File: config.mk
export PLATFORM = sky130hd
export DESIGN_NAME = control_decode_stage
export DESIGN_NICKNAME = d
export VERILOG_FILES = /design/src/rtl/control_decode_stage.sv
export SDC_FILE = /design/constraint.sdc
export NUM_CORES = 1
export LEC_CHECK = 0
export BUFFER_PORTS_ARGS = -buffer_cell sky130_fd_sc_hd__buf_2
export CAP_MARGIN = 20
export CORE_ASPECT_RATIO = 0.8
export CORE_MARGIN = 4
export CORE_UTILIZATION = 45
export DETAILED_ROUTE_END_ITERATION = 12
export HOLD_SLACK_MARGIN = 0.02
export PLACE_DENSITY = 0.71
export SLEW_MARGIN = 20
export SYNTH_ARGS = -nofsm -noshare
export SYNTH_HDL_FRONTEND = slang
export SYNTH_SLANG_ARGS = --single-unit
File: constraint.sdc
create_clock -name clk -period 15.6 [get_ports clk]
set_clock_uncertainty 0.05 [all_clocks]
set_input_delay 3.12 -clock clk [delete_from_list [all_inputs] [get_ports clk]]
set_output_delay 3.12 -clock clk [all_outputs]
set_load 0.005 [all_outputs]
File: src/rtl/control_decode_stage.sv
// RV32I control decode feeding a DEPTH-entry output buffer.
// Define CTRL_ILLEGAL_DETECT_EN to flag undecodable encodings on illegal_instr.
module control_decode_stage #(
  parameter int XLEN     = 32,
  parameter int ALU_OP_W = 8,
  parameter int DEPTH    = 2
) (
  input  logic                clk,
  input  logic                rst,
  input  logic                in_valid,
  output logic                in_ready,
  input  logic [31:0]         instruction,
  input  logic [XLEN-1:0]     pc,
  input  logic                flush,
  output logic                out_valid,
  input  logic                out_ready,
  output logic [XLEN-1:0]     out_pc,
  output logic [4:0]          out_rd,
  output logic [4:0]          out_rs1,
  output logic [4:0]          out_rs2,
  output logic [XLEN-1:0]     out_imm,
  output logic                regfile_wr_en,
  output logic                branch_control,
  output logic                jump,
  output logic                mem_read,
  output logic                mem_write,
  output logic                mem_to_reg,
  output logic                rs1_select,
  output logic                rs2_select,
  output logic [2:0]          alu_select,
  output logic [ALU_OP_W-1:0] alu_operation,
  output logic                illegal_instr
);

  localparam int PW = (DEPTH > 1) ? $clog2(DEPTH) : 1;
  localparam int CW = $clog2(DEPTH + 1);

  localparam logic [6:0] OP_LOAD  = 7'h03;
  localparam logic [6:0] OP_ALUI  = 7'h13;
  localparam logic [6:0] OP_AUIPC = 7'h17;
  localparam logic [6:0] OP_STORE = 7'h23;
  localparam logic [6:0] OP_ALU   = 7'h33;
  localparam logic [6:0] OP_LUI   = 7'h37;
  localparam logic [6:0] OP_BR    = 7'h63;
  localparam logic [6:0] OP_JALR  = 7'h67;
  localparam logic [6:0] OP_JAL   = 7'h6F;

  localparam logic [2:0] SEL_NOP = 3'd0;
  localparam logic [2:0] SEL_ARI = 3'd1;
  localparam logic [2:0] SEL_MEM = 3'd2;
  localparam logic [2:0] SEL_BR  = 3'd3;
  localparam logic [2:0] SEL_JMP = 3'd4;
  localparam logic [2:0] SEL_UP  = 3'd5;

  localparam logic [ALU_OP_W-1:0] A_NOP   = ALU_OP_W'(0);
  localparam logic [ALU_OP_W-1:0] A_ADD   = ALU_OP_W'(1);
  localparam logic [ALU_OP_W-1:0] A_SUB   = ALU_OP_W'(2);
  localparam logic [ALU_OP_W-1:0] A_SLL   = ALU_OP_W'(3);
  localparam logic [ALU_OP_W-1:0] A_SLT   = ALU_OP_W'(4);
  localparam logic [ALU_OP_W-1:0] A_SLTU  = ALU_OP_W'(5);
  localparam logic [ALU_OP_W-1:0] A_XOR   = ALU_OP_W'(6);
  localparam logic [ALU_OP_W-1:0] A_SRL   = ALU_OP_W'(7);
  localparam logic [ALU_OP_W-1:0] A_SRA   = ALU_OP_W'(8);
  localparam logic [ALU_OP_W-1:0] A_OR    = ALU_OP_W'(9);
  localparam logic [ALU_OP_W-1:0] A_AND   = ALU_OP_W'(10);
  localparam logic [ALU_OP_W-1:0] A_ADDI  = ALU_OP_W'(11);
  localparam logic [ALU_OP_W-1:0] A_SLLI  = ALU_OP_W'(12);
  localparam logic [ALU_OP_W-1:0] A_SLTI  = ALU_OP_W'(13);
  localparam logic [ALU_OP_W-1:0] A_SLTIU = ALU_OP_W'(14);
  localparam logic [ALU_OP_W-1:0] A_XORI  = ALU_OP_W'(15);
  localparam logic [ALU_OP_W-1:0] A_SRLI  = ALU_OP_W'(16);
  localparam logic [ALU_OP_W-1:0] A_SRAI  = ALU_OP_W'(17);
  localparam logic [ALU_OP_W-1:0] A_ORI   = ALU_OP_W'(18);
  localparam logic [ALU_OP_W-1:0] A_ANDI  = ALU_OP_W'(19);

  typedef struct packed {
    logic [XLEN-1:0]     pc;
    logic [4:0]          rd;
    logic [4:0]          rs1;
    logic [4:0]          rs2;
    logic [XLEN-1:0]     imm;
    logic                wr_en;
    logic                br;
    logic                jmp;
    logic                mrd;
    logic                mwr;
    logic                m2r;
    logic                s1;
    logic                s2;
    logic [2:0]          asel;
    logic [ALU_OP_W-1:0] aop;
    logic                ill;
  } entry_t;

  logic [6:0]  opc;
  logic [2:0]  f3;
  logic [6:0]  f7;
  logic [31:0] imm_i;
  logic [31:0] imm_s;
  logic [31:0] imm_b;
  logic [31:0] imm_u;
  logic [31:0] imm_j;
  logic [31:0] imm32;
  logic        bad;
  entry_t      dec;

  assign opc   = instruction[6:0];
  assign f3    = instruction[14:12];
  assign f7    = instruction[31:25];
  assign imm_i = {{20{instruction[31]}}, instruction[31:20]};
  assign imm_s = {{20{instruction[31]}}, instruction[31:25],
                  instruction[11:7]};
  assign imm_b = {{19{instruction[31]}}, instruction[31], instruction[7],
                  instruction[30:25], instruction[11:8], 1'b0};
  assign imm_u = {instruction[31:12], 12'b0};
  assign imm_j = {{11{instruction[31]}}, instruction[31],
                  instruction[19:12], instruction[20],
                  instruction[30:21], 1'b0};

  always_comb begin
    dec       = '0;
    imm32     = '0;
    bad       = 1'b0;
    dec.pc    = pc;
    dec.rd    = instruction[11:7];
    dec.rs1   = instruction[19:15];
    dec.rs2   = instruction[24:20];
    dec.aop   = A_ADD;
    case (opc)
      OP_ALU: begin
        dec.wr_en = 1'b1;
        dec.asel  = SEL_ARI;
        bad = !(f7 == 7'h00 ||
                (f7 == 7'h20 && (f3 == 3'd0 || f3 == 3'd5)));
        case (f3)
          3'd0: dec.aop = f7[5] ? A_SUB : A_ADD;
          3'd1: dec.aop = A_SLL;
          3'd2: dec.aop = A_SLT;
          3'd3: dec.aop = A_SLTU;
          3'd4: dec.aop = A_XOR;
          3'd5: dec.aop = f7[5] ? A_SRA : A_SRL;
          3'd6: dec.aop = A_OR;
          3'd7: dec.aop = A_AND;
        endcase
      end
      OP_ALUI: begin
        dec.wr_en = 1'b1;
        dec.s2    = 1'b1;
        dec.asel  = SEL_ARI;
        imm32     = imm_i;
        case (f3)
          3'd0: dec.aop = A_ADDI;
          3'd1: begin
            dec.aop = A_SLLI;
            bad     = f7 != 7'h00;
          end
          3'd2: dec.aop = A_SLTI;
          3'd3: dec.aop = A_SLTIU;
          3'd4: dec.aop = A_XORI;
          3'd5: begin
            dec.aop = instruction[30] ? A_SRAI : A_SRLI;
            bad     = !(f7 == 7'h00 || f7 == 7'h20);
          end
          3'd6: dec.aop = A_ORI;
          3'd7: dec.aop = A_ANDI;
        endcase
      end
      OP_LOAD: begin
        {dec.wr_en, dec.mrd, dec.m2r, dec.s2} = 4'b1111;
        dec.asel = SEL_MEM;
        imm32    = imm_i;
        bad      = f3 == 3'd3 || f3 == 3'd6 || f3 == 3'd7;
      end
      OP_STORE: begin
        {dec.mwr, dec.s2} = 2'b11;
        dec.asel = SEL_MEM;
        imm32    = imm_s;
        bad      = f3 > 3'd2;
      end
      OP_BR: begin
        dec.br   = 1'b1;
        dec.asel = SEL_BR;
        dec.aop  = A_SUB;
        imm32    = imm_b;
        bad      = f3 == 3'd2 || f3 == 3'd3;
      end
      OP_JAL: begin
        {dec.jmp, dec.wr_en, dec.s1, dec.s2} = 4'b1111;
        dec.asel = SEL_JMP;
        imm32    = imm_j;
      end
      OP_JALR: begin
        {dec.jmp, dec.wr_en, dec.s2} = 3'b111;
        dec.asel = SEL_JMP;
        imm32    = imm_i;
        bad      = f3 != 3'd0;
      end
      // LUI reads x0 as its rs1 operand so the adder yields the immediate
      OP_LUI: begin
        {dec.wr_en, dec.s2} = 2'b11;
        dec.rs1  = 5'd0;
        dec.asel = SEL_UP;
        imm32    = imm_u;
      end
      OP_AUIPC: begin
        {dec.wr_en, dec.s1, dec.s2} = 3'b111;
        dec.asel = SEL_UP;
        imm32    = imm_u;
      end
      default: bad = 1'b1;
    endcase
    dec.imm = XLEN'($signed(imm32));
    if (bad) begin
      dec.imm   = '0;
      {dec.wr_en, dec.br, dec.jmp, dec.mrd} = 4'b0;
      {dec.mwr, dec.m2r, dec.s1, dec.s2} = 4'b0;
      dec.asel  = SEL_NOP;
      dec.aop   = A_NOP;
`ifdef CTRL_ILLEGAL_DETECT_EN
      dec.ill   = 1'b1;
`else
      dec.ill   = 1'b0;
`endif
    end
    if (dec.rd == 5'd0) dec.wr_en = 1'b0;
  end

  entry_t        mem [DEPTH];
  entry_t        head;
  logic [PW-1:0] wr_ptr;
  logic [PW-1:0] rd_ptr;
  logic [CW-1:0] count;
  logic          push;
  logic          pop;

  assign in_ready  = !rst && (count != CW'(DEPTH));
  assign out_valid = count != '0;
  assign push      = in_valid && in_ready && !flush;
  assign pop       = out_valid && out_ready;

  always_ff @(posedge clk or posedge rst) begin
    if (rst) begin
      wr_ptr <= '0;
      rd_ptr <= '0;
      count  <= '0;
    end else if (flush) begin
      wr_ptr <= '0;
      rd_ptr <= '0;
      count  <= '0;
    end else begin
      if (push)
        wr_ptr <= (wr_ptr == PW'(DEPTH - 1)) ? '0 : wr_ptr + 1'b1;
      if (pop)
        rd_ptr <= (rd_ptr == PW'(DEPTH - 1)) ? '0 : rd_ptr + 1'b1;
      count <= count + CW'(push) - CW'(pop);
    end
  end

  always_ff @(posedge clk) begin
    if (push) mem[wr_ptr] <= dec;
  end

  assign head           = mem[rd_ptr];
  assign out_pc         = head.pc;
  assign out_rd         = head.rd;
  assign out_rs1        = head.rs1;
  assign out_rs2        = head.rs2;
  assign out_imm        = head.imm;
  assign regfile_wr_en  = head.wr_en;
  assign branch_control = head.br;
  assign jump           = head.jmp;
  assign mem_read       = head.mrd;
  assign mem_write      = head.mwr;
  assign mem_to_reg     = head.m2r;
  assign rs1_select     = head.s1;
  assign rs2_select     = head.s2;
  assign alu_select     = head.asel;
  assign alu_operation  = head.aop;
  assign illegal_instr  = out_valid && head.ill;

endmodule

==> flow_summary_export.csv, run 1 <==
group,metric,value,unit
sta,min_period_over_period,42.8,%
power,p_seq_share,48.1,%
sta,final-max-slew-violation-count,0,
grt,grt_pass1_vias,4939,
synth,yosysUniqueCellTypes,51,
setup_path,cp_data_required_time,12430,ps
setup_path,worstPathMaxFanout,2,
clock_tree,cts_made_buffers,17,
die,fp-row-count,43,
detailed_routing,firstDrtPassIters,4,
power,power_switching,0.309,mW
clock_tree,hold_buffers,0,
detailed_routing,vias,4857,
grt,globalRouteTotalUtil,17.1,%
power,clockPowerShare,35.0,%
setup_path,startpoint_type,"input port",
die,core,17500,um2
detailed_routing,ant_nets,0,
setup_path,crit_type,"input port to primary output",
clock_tree,h-tree-depth,4,
cells_and_area,finish.utilization,55.4,%
sta,hold_slack,607,ps
power,p_per_area,129,nW/um2
synth,ys_ff_latch,192,
cells_and_area,multi_input_area,2160,um2
power,cellLeakagePower,3.42,nW
cells_and_area,diodes,0,
sta,worst_pin_slew,969,ps
die,die_h,128,um
cells_and_area,drive_gt1_share,44.5,%
setup_path,r2r_slack,12590,ps
clock_tree,cts_root_buffer,"clkbuf_16",
setup_path,cpLargestDelayFamily,"buffers and inverters",
grt,grt_start_max_net_pins,69,
clock_tree,cts_sinks,192,
place,io_buffer_count,165,
detailed_routing,drc,0,
place,placed_area,9080,um2
grt,overflow,0,
sta,grt_setup_unrepaired,"no",
hold_path,hp-class,"flip-flop to flip-flop",
setup_path,r2r_cells,6,
detailed_routing,wl,17300,um
hold_path,hold_depth,2,
clock_tree,cts_tree,"done",
synth,yosysSeqAreaShare,71.1,%
power,vdd_drop_max,0.0000644,V
clock_tree,cts_buffer_depth,2,
synth,avgSynthCellArea,15.5,um2
run,cap_violations,0,
die,ios,170,
detailed_routing,drt_iter0_markers,375,
hold_path,holdPathEnd,"count[0]$_DFF_PP0_",
detailed_routing,viasPerCell,5.31,
sta,hold_violations,0,
setup_path,regToRegEndpoint,"mem[1][11]$_DFFE_PP_",
power,switching_share,24.8,%
setup_path,end_kind,"primary output",
cells_and_area,design_area,9680,um2
synth,syn_area,8090,um2
cells_and_area,num-fill-cells,1420,
cells_and_area,nets,748,
setup_path,critPathArrivalTime,3500,ps
setup_path,path_cells,"buf_2 > a21oi_1 > buf_2",
cells_and_area,areaGrowthSynthToFinish,19.7,%
clock_tree,clkSlewWorstSetupHoldPaths,70,ps
cells_and_area,seqCellArea,5750,um2
sta,min_period,6670,ps
sta,tns,0,ps
sta,slew_headroom,35.4,%
power,combPwrFrac,16.8,%
setup_path,critical-path-max-stage-delay,140,ps
synth,synthCells,521,
sta,setup_viol,0,
place,finalWeightedCongestion,0.835,
run_status,outcome,"completed",
grt,antenna_found_initial,3,
setup_path,r2r_start,"count[0]$_DFF_PP0_",
clock_tree,cts_setup_buffers,0,
synth,synth_warnings,0,
die,start_util,46.2,%
power,p_int,0.936,mW
clock_tree,postCtsResizedCells,0,
sta,fmax,0.150,GHz
setup_path,cp.buffers_inverters,2,
die,die_w,158,um
setup_path,crit_top_cell,"buf_2",
grt,grt_pass1_wl,26400,um
die,dieArea,20200,um2
hold_path,hold_start,"count[0]$_DFF_PP0_",
power,total_power,1.25,mW
clock_tree,clock_latency,420,ps
setup_path,crit_path_top_delay_cell,"a21oi_1",
place,place_hpwl,11400,um
detailed_routing,wl_per_cell,18.9,um
[through the flow]
stage          instances  worst slack, ps
2_1_floorplan        524             7380
3_3_place_gp         883             8930
3_5_place_dp         883             8920
4_1_cts              915             8930
5_1_grt              915             8910
6_report             915             8930
[metal layers]
| layer | part of all wire (%) | track usage (%) | vias to the layer above |
|---|---|---|---|
| met5 | 0.13 | 0 | - |
| met4 | 0.74 | 4.60 | 6 |
| li1 | - | - | 2279 |
| met2 | 46 | 26.2 | 179 |
| met3 | 8.5 | 5.50 | 12 |
| met1 | 45 | 23.7 | 2381 |
[Yosys cell counts (all sizes together)]
library cell  count  share of area [%]
a2111o            2               0.28
a2111oi           2               0.22
a211oi            3               0.28
a21oi            28                1.7
a22oi             5               0.46
a2bb2oi           1               0.11
a31oi             3               0.23
and2              6               0.46
and3              2               0.15
and3b             2               0.22
buf              17                1.3
clkbuf           19               0.88
conb              1              0.046
dfrtp             4                1.2
edfxtp          188                 70
ha                2               0.31
inv               8               0.37
mux2             94                 13
nand2            45                2.1
nand2b            4               0.31
nand3             3               0.19
nand3b            1              0.093
nand4             1              0.077
nand4bb           1               0.34
nor2             29                1.3
nor2b             4               0.31
nor3             12               0.74
nor3b             2               0.19
nor4              3               0.31
nor4b             1               0.11
o2111ai           1               0.11
o211ai            2               0.25
o21a              1              0.093
o21ai             6               0.37
o21ba             2               0.25
o221ai            1               0.11
o31a              1               0.12
o31ai             3               0.34
or2               4               0.34
or4               2               0.19
xnor2             4               0.43
xor2              1               0.11
[power by group through the flow]
stage	clock network [mW]	logic [mW]	registers, mW
2_1_floorplan	0	0.135	0.602
3_3_place_gp	0	0.209	0.610
3_5_place_dp	0	0.212	0.612
4_1_cts	0.447	0.214	0.600
5_1_grt	0.468	0.230	0.602
6_report	0.436	0.210	0.599
[flip-flops by register name, indices dropped and copies added, names as in the netlist]
register,count
mem,188
wr_ptr,1
count,2
rd_ptr,1
[area by class of cell]
cell class                 instances  area share (%)
sequential                       192            59.4
multi-input combinational        288            22.3
timing repair buffer             170            8.92
clock buffer                      17            4.39
tap                              225            2.91
clock inverter                    15            1.77
inverter                           8           0.310
[cells by family (layout without fill, tap and decap cells)]
logic type / after synthesis / in the layout / share of synthesized area [%]
AOI/OAI and AO/OA: 61 / 61 / 4.95
xor gates and xnor gates: 5 / 5 / 0.542
adders and majority gates: 2 / 2 / 0.309
buffers and inverters: 44 / 210 / 2.54
DFF: 192 / 192 / 71.1
muxes: 94 / 94 / 13.1
other: 1 / 4 / 0.0464
and+or+nand+nor: 122 / 122 / 7.46
[placed cells by master (no fill, tap or decap), types with 3 or more instances in the layout]
cell type	n
nand2_1	45
inv_6	5
a31oi_1	3
mux2_2	94
dfrtp_1	3
and2_1	6
clkbuf_16	17
buf_4	5
conb_1	4
a22oi_1	5
o21ai_0	5
nand2b_1	4
nor3_1	12
nor2b_1	4
inv_1	8
or2_2	3
xnor2_1	4
buf_2	165
a211oi_1	3
edfxtp_1	188
nand3_1	3
a21oi_1	28
nor2_1	27
[tightest hold or removal path: cells and delay by family (launching register included)]
family                     cells  cell delay [ps]
adders and majority gates      1              130
DFF                            1              370
and+or+nand+nor                1              120
[worst max path at each step]
stage	cells after the start	from	end
floorplan	4	rst	mem[0][10]$_DFFE_PP_
global placement	3	rst	in_ready
detailed placement	3	rst	in_ready
CTS	3	rst	in_ready
global route	3	rst	in_ready
finish	3	rst	in_ready
Power figures use the tool's default switching activity.
==> run 2: changes to the inputs <==
- clock period: 15.6 -> 6.2 ns (I/O delays scaled with it)
==> flow_summary_export.csv, run 2 (synthesized netlist as in run 1, its figures left out) <==
group,metric,value,unit
clock_tree,hold_buffers,0,
die,fp-row-count,43,
cells_and_area,largest_registers,"mem x188, count x2",
sta,setup_viol,0,
run,cap_violations,0,
die,ios,170,
clock_tree,cts_setup_buffers,0,
setup_path,endpoint,"out_imm[31]",
detailed_routing,firstDrtPassIters,5,
power,clockPowerShare,34.3,%
detailed_routing,wl_per_cell,18.7,um
power,vdd_drop_max,0.000187,V
sta,slew_headroom,38.1,%
sta,worst_pin_slew,905,ps
place,placed_area,9100,um2
setup_path,crit_type,"flip-flop to primary output",
clock_tree,cts_root_buffer,"clkbuf_16",
detailed_routing,viasPerCell,5.35,
clock_tree,cts_tree,"done",
power,total_power,3.10,mW
place,place_hpwl,11900,um
sta,worst_slack,2360,ps
cells_and_area,num-fill-cells,1392,
detailed_routing,vias,4906,
setup_path,path_cells,"buf_4 > mux2_2 > buf_2",
setup_path,startpoint_type,"flip-flop",
die,core,17500,um2
grt,overflow,0,
power,p_per_area,320,nW/um2
clock_tree,cts_buffer_depth,2,
setup_path,regToRegEndpoint,"mem[1][59]$_DFFE_PP_",
hold_path,hp-class,"flip-flop to flip-flop",
setup_path,critPathArrivalTime,2550,ps
cells_and_area,drive_gt1_share,44.7,%
die,start_util,46.2,%
detailed_routing,drc,0,
sta,hold_violations,0,
place,io_buffer_count,165,
sta,hold_slack,607,ps
cells_and_area,final_cell_mix,"edfxtp_1 (188), buf_2 (165), mux2_2 (94), nand2_1 (45), a21oi_1 (28)",
power,cellLeakagePower,3.41,nW
power,switching_share,25.3,%
detailed_routing,drt_iter0_markers,359,
die,die_h,128,um
sta,final-max-slew-violation-count,0,
cells_and_area,design_area,9680,um2
setup_path,critical-path-max-stage-delay,920,ps
power,power_switching,0.786,mW
setup_path,cp-startpoint,"rd_ptr$_DFFE_PP0P_",
cells_and_area,largest_reg_flops,188,
sta,grt_setup_unrepaired,"no",
place,finalWeightedCongestion,0.857,
grt,globalRouteTotalUtil,17.0,%
setup_path,cp.buffers_inverters,2,
setup_path,cp_data_required_time,4910,ps
setup_path,r2r_slack,3410,ps
setup_path,r2r_cells,7,
clock_tree,cts_made_buffers,17,
grt,grt_pass1_vias,4786,
clock_tree,h-tree-depth,4,
power,combPwrFrac,16.5,%
cells_and_area,nets,750,
run_status,outcome,"completed",
sta,fmax,0.260,GHz
power,p_int,2.32,mW
grt,grt_start_max_net_pins,57,
setup_path,crit_path_top_delay_cell,"dfrtp_4",
cells_and_area,diodes,0,
place,pre_cts_ws,2410,ps
sta,min_period_over_period,61.9,%
clock_tree,cts_sinks,192,
grt,grt_pass1_wl,25900,um
clock_tree,clock_latency,430,ps
setup_path,r2r_start,"count[0]$_DFF_PP0_",
detailed_routing,ant_nets,0,
setup_path,end_kind,"primary output",
cells_and_area,areaGrowthSynthToFinish,19.7,%
detailed_routing,wl,17200,um
die,dieArea,20200,um2
cells_and_area,finish.utilization,55.4,%
power,p_seq_share,49.2,%
setup_path,worstPathMaxFanout,56,
setup_path,crit_cells,3,
sta,min_period,3840,ps
cells_and_area,layout_commonest_cell,"edfxtp_1",
cells_and_area,regMostFlops,"mem",
setup_path,cpLargestDelayFamily,"flip-flops",
clock_tree,clkSlewWorstSetupHoldPaths,70,ps
clock_tree,postCtsResizedCells,0,
die,die_w,158,um
grt,antenna_found_initial,3,
## run 2: cell types whose count changed in the layout (fill, tap and decap cells not counted)
cell	before	now
inv_6	5	2
buf_4	5	7
clkinvlp_4	1	3
inv_8	2	4
bufinv_16	2	1
clkbuf_1	0	1
clkinv_1	2	1
clkinv_2	1	0
clkinv_4	1	2
## run 2: worst min path at each step
| stage | startpoint | cells past startpoint | end |
|---|---|---|---|
| 6_report | count[0]$_DFF_PP0_ | 2 | count[0]$_DFF_PP0_ |
| 5_1_grt | rst | 2 | count[1]$_DFF_PP0_ |
| 4_1_cts | count[0]$_DFF_PP0_ | 2 | count[0]$_DFF_PP0_ |
| 3_5_place_dp | count[0]$_DFF_PP0_ | 2 | count[0]$_DFF_PP0_ |
| 3_3_place_gp | count[0]$_DFF_PP0_ | 2 | count[0]$_DFF_PP0_ |
| 2_1_floorplan | wr_ptr$_DFFE_PP0P_ | 3 | wr_ptr$_DFFE_PP0P_ |
## run 2: through the flow
stage                     cells  TNS, ps
after floorplan             524   -26010
after global placement      885        0
after detailed placement    885        0
after CTS                   917        0
after global routing        917        0
final                       917        0
## run 2: power groups by stage
| stage | Clock, mW | Combinational [mW] | Sequential [mW] |
|---|---|---|---|
| CTS | 1.09 | 0.518 | 1.53 |
| global placement | 0 | 0.511 | 1.55 |
| global route | 1.15 | 0.555 | 1.54 |
| floorplan | 0 | 0.340 | 1.51 |
| detailed placement | 0 | 0.513 | 1.56 |
| finish | 1.06 | 0.511 | 1.53 |
## run 2: final cells by class
cell class                 instances  area, um2  area share [%]
clock inverter                    14        153            1.58
multi-input combinational        288       2160            22.3
sequential                       192       5750            59.4
timing repair buffer             172        878            9.07
tap                              225        282            2.91
inverter                           8       30.0           0.310
clock buffer                      18        429            4.43
## run 2: layer usage
| metal | track usage (%) | vias up | share of wire [%] |
|---|---|---|---|
| met1 | 23.7 | 2393 | 44 |
| li1 | - | 2276 | - |
| met3 | 5.97 | 16 | 9.0 |
| met5 | 0 | - | 0.18 |
| met4 | 4.30 | 6 | 0.74 |
| met2 | 25.7 | 215 | 46 |
## run 2: worst reg2reg max path, delay by kind of cell, from the launching register on
| family | cells | cell delay [ps] |
|---|---|---|
| AO/OA/AOI/OAI | 1 | 190 |
| buffers and inverters | 3 | 1230 |
| flip-flops | 1 | 370 |
| AND/OR/NAND/NOR | 3 | 550 |
==> run 3: changes to the inputs <==
- clock period: 6.2 -> 3.7 ns (I/O delays scaled with it)
==> flow_summary_export.csv, run 3 (synthesized netlist as in run 1, its figures left out) <==
group,metric,value,unit
sta,grt_setup_unrepaired,"no",
sta,setup_viol,0,
die,ios,170,
grt,antenna_found_initial,3,
grt,grt_pass1_vias,4887,
setup_path,path_cells,"buf_4 > mux2_2 > buf_2",
setup_path,cp_data_required_time,2910,ps
cells_and_area,regMostFlops,"mem",
setup_path,critPathArrivalTime,2210,ps
sta,slew_headroom,43.0,%
clock_tree,hold_buffers,0,
detailed_routing,wl_per_cell,18.9,um
detailed_routing,firstDrtPassIters,5,
clock_tree,clock_latency,420,ps
cells_and_area,drive_gt1_share,45.2,%
grt,overflow,0,
run_status,outcome,"completed",
power,cellLeakagePower,3.44,nW
grt,grt_pass1_wl,26100,um
setup_path,critical-path-max-stage-delay,860,ps
clock_tree,cts_setup_buffers,0,
die,dieArea,20200,um2
run,cap_violations,0,
sta,min_period,3000,ps
sta,worst_pin_slew,855,ps
clock_tree,cts_made_buffers,17,
setup_path,startpoint_type,"flip-flop",
place,finalWeightedCongestion,0.870,
detailed_routing,drt_iter0_markers,395,
clock_tree,h-tree-depth,4,
die,fp-row-count,43,
clock_tree,cts_sinks,192,
sta,hold_slack,159,ps
die,die_w,158,um
detailed_routing,wl,17400,um
clock_tree,postCtsResizedCells,0,
detailed_routing,viasPerCell,5.33,
place,io_buffer_count,165,
cells_and_area,final_cell_mix,"edfxtp_1 (188), buf_2 (165), mux2_2 (94), nand2_1 (45), a21oi_1 (28)",
grt,grt_start_max_net_pins,60,
detailed_routing,ant_nets,0,
sta,fmax,0.333,GHz
die,die_h,128,um
grt,globalRouteTotalUtil,17.1,%
cells_and_area,areaGrowthSynthToFinish,20.1,%
power,p_per_area,536,nW/um2
detailed_routing,drc,0,
power,total_power,5.20,mW
detailed_routing,vias,4917,
sta,min_period_over_period,81.2,%
die,core,17500,um2
cells_and_area,largest_registers,"mem x188, count x2",
clock_tree,clkSlewWorstSetupHoldPaths,70,ps
setup_path,crit_path_top_delay_cell,"dfrtp_4",
power,vdd_drop_max,0.000297,V
setup_path,crit_type,"flip-flop to primary output",
cells_and_area,layout_commonest_cell,"edfxtp_1",
setup_path,worstPathMaxFanout,49,
die,start_util,46.2,%
clock_tree,cts_buffer_depth,2,
sta,hold_violations,0,
cells_and_area,num-fill-cells,1429,
cells_and_area,nets,755,
place,place_hpwl,11900,um
sta,final-max-slew-violation-count,0,
cells_and_area,largest_reg_flops,188,
clock_tree,cts_root_buffer,"clkbuf_16",
clock_tree,cts_tree,"done",
hold_path,hp-class,"input port to async pin",
setup_path,end_kind,"primary output",
[run 3: area by class of cell]
cell class / instances / area, um2 / share of cell area [%]
inverter: 8 / 30.0 / 0.309
tap: 225 / 282 / 2.90
clock inverter: 14 / 140 / 1.44
antenna: 1 / 2.50 / 0.0258
sequential: 192 / 5750 / 59.2
clock buffer: 18 / 429 / 4.42
timing repair buffer: 177 / 916 / 9.43
multi-input combinational: 288 / 2160 / 22.3
[run 3: path summary, 6_finish.rpt]
path | from | endpoint | slack, ps | cells past startpoint
min in group clk | pc[29] | mem[1][96]$_DFFE_PP_ | 440 | 1
max in group asynchronous | rst | rd_ptr$_DFFE_PP0P_ | 3270 | 2
setup reg to reg | count[0]$_DFF_PP0_ | mem[1][32]$_DFFE_PP_ | 1360 | 6
hold reg to reg | count[0]$_DFF_PP0_ | count[0]$_DFF_PP0_ | 620 | 2
setup / recovery | rd_ptr$_DFFE_PP0P_ | out_imm[24] | 700 | 3
hold / removal | rst | count[1]$_DFF_PP0_ | 160 | 2
[run 3: report_power, final]
part | switching [mW] | internal [mW] | total [mW]
registers | 0.0859 | 2.46 | 2.55
logic | 0.400 | 0.475 | 0.875
clock network | 0.872 | 0.903 | 1.78
[run 3: through the flow]
step                utilization (%)  setup TNS [ps]  cell area, um2  worst slack, ps  std cells
floorplan                         -         -105960            8100             -564        524
global placement               52.3               0            9140              580        890
detailed placement             52.3               0            9140              462        890
CTS                            55.5               0            9710              642        922
global route                   55.5               0            9710              586        923
finish                         55.5               0            9710              697        923
[run 3: per-layer routing]
| metal | share of wire (%) | up-vias | global-route usage (%) |
|---|---|---|---|
| li1 | - | 2295 | - |
| met1 | 45 | 2413 | 23.3 |
| met2 | 46 | 187 | 26.2 |
| met3 | 8.3 | 18 | 5.30 |
| met4 | 1.3 | 4 | 5.87 |
| met5 | 0.080 | - | 0 |
[run 3: critical path: cells and delay by family, from the launching register on]
family / cells / cell delay [ps]
buffers and inverters: 2 / 510
DFF: 1 / 860
muxes: 1 / 380
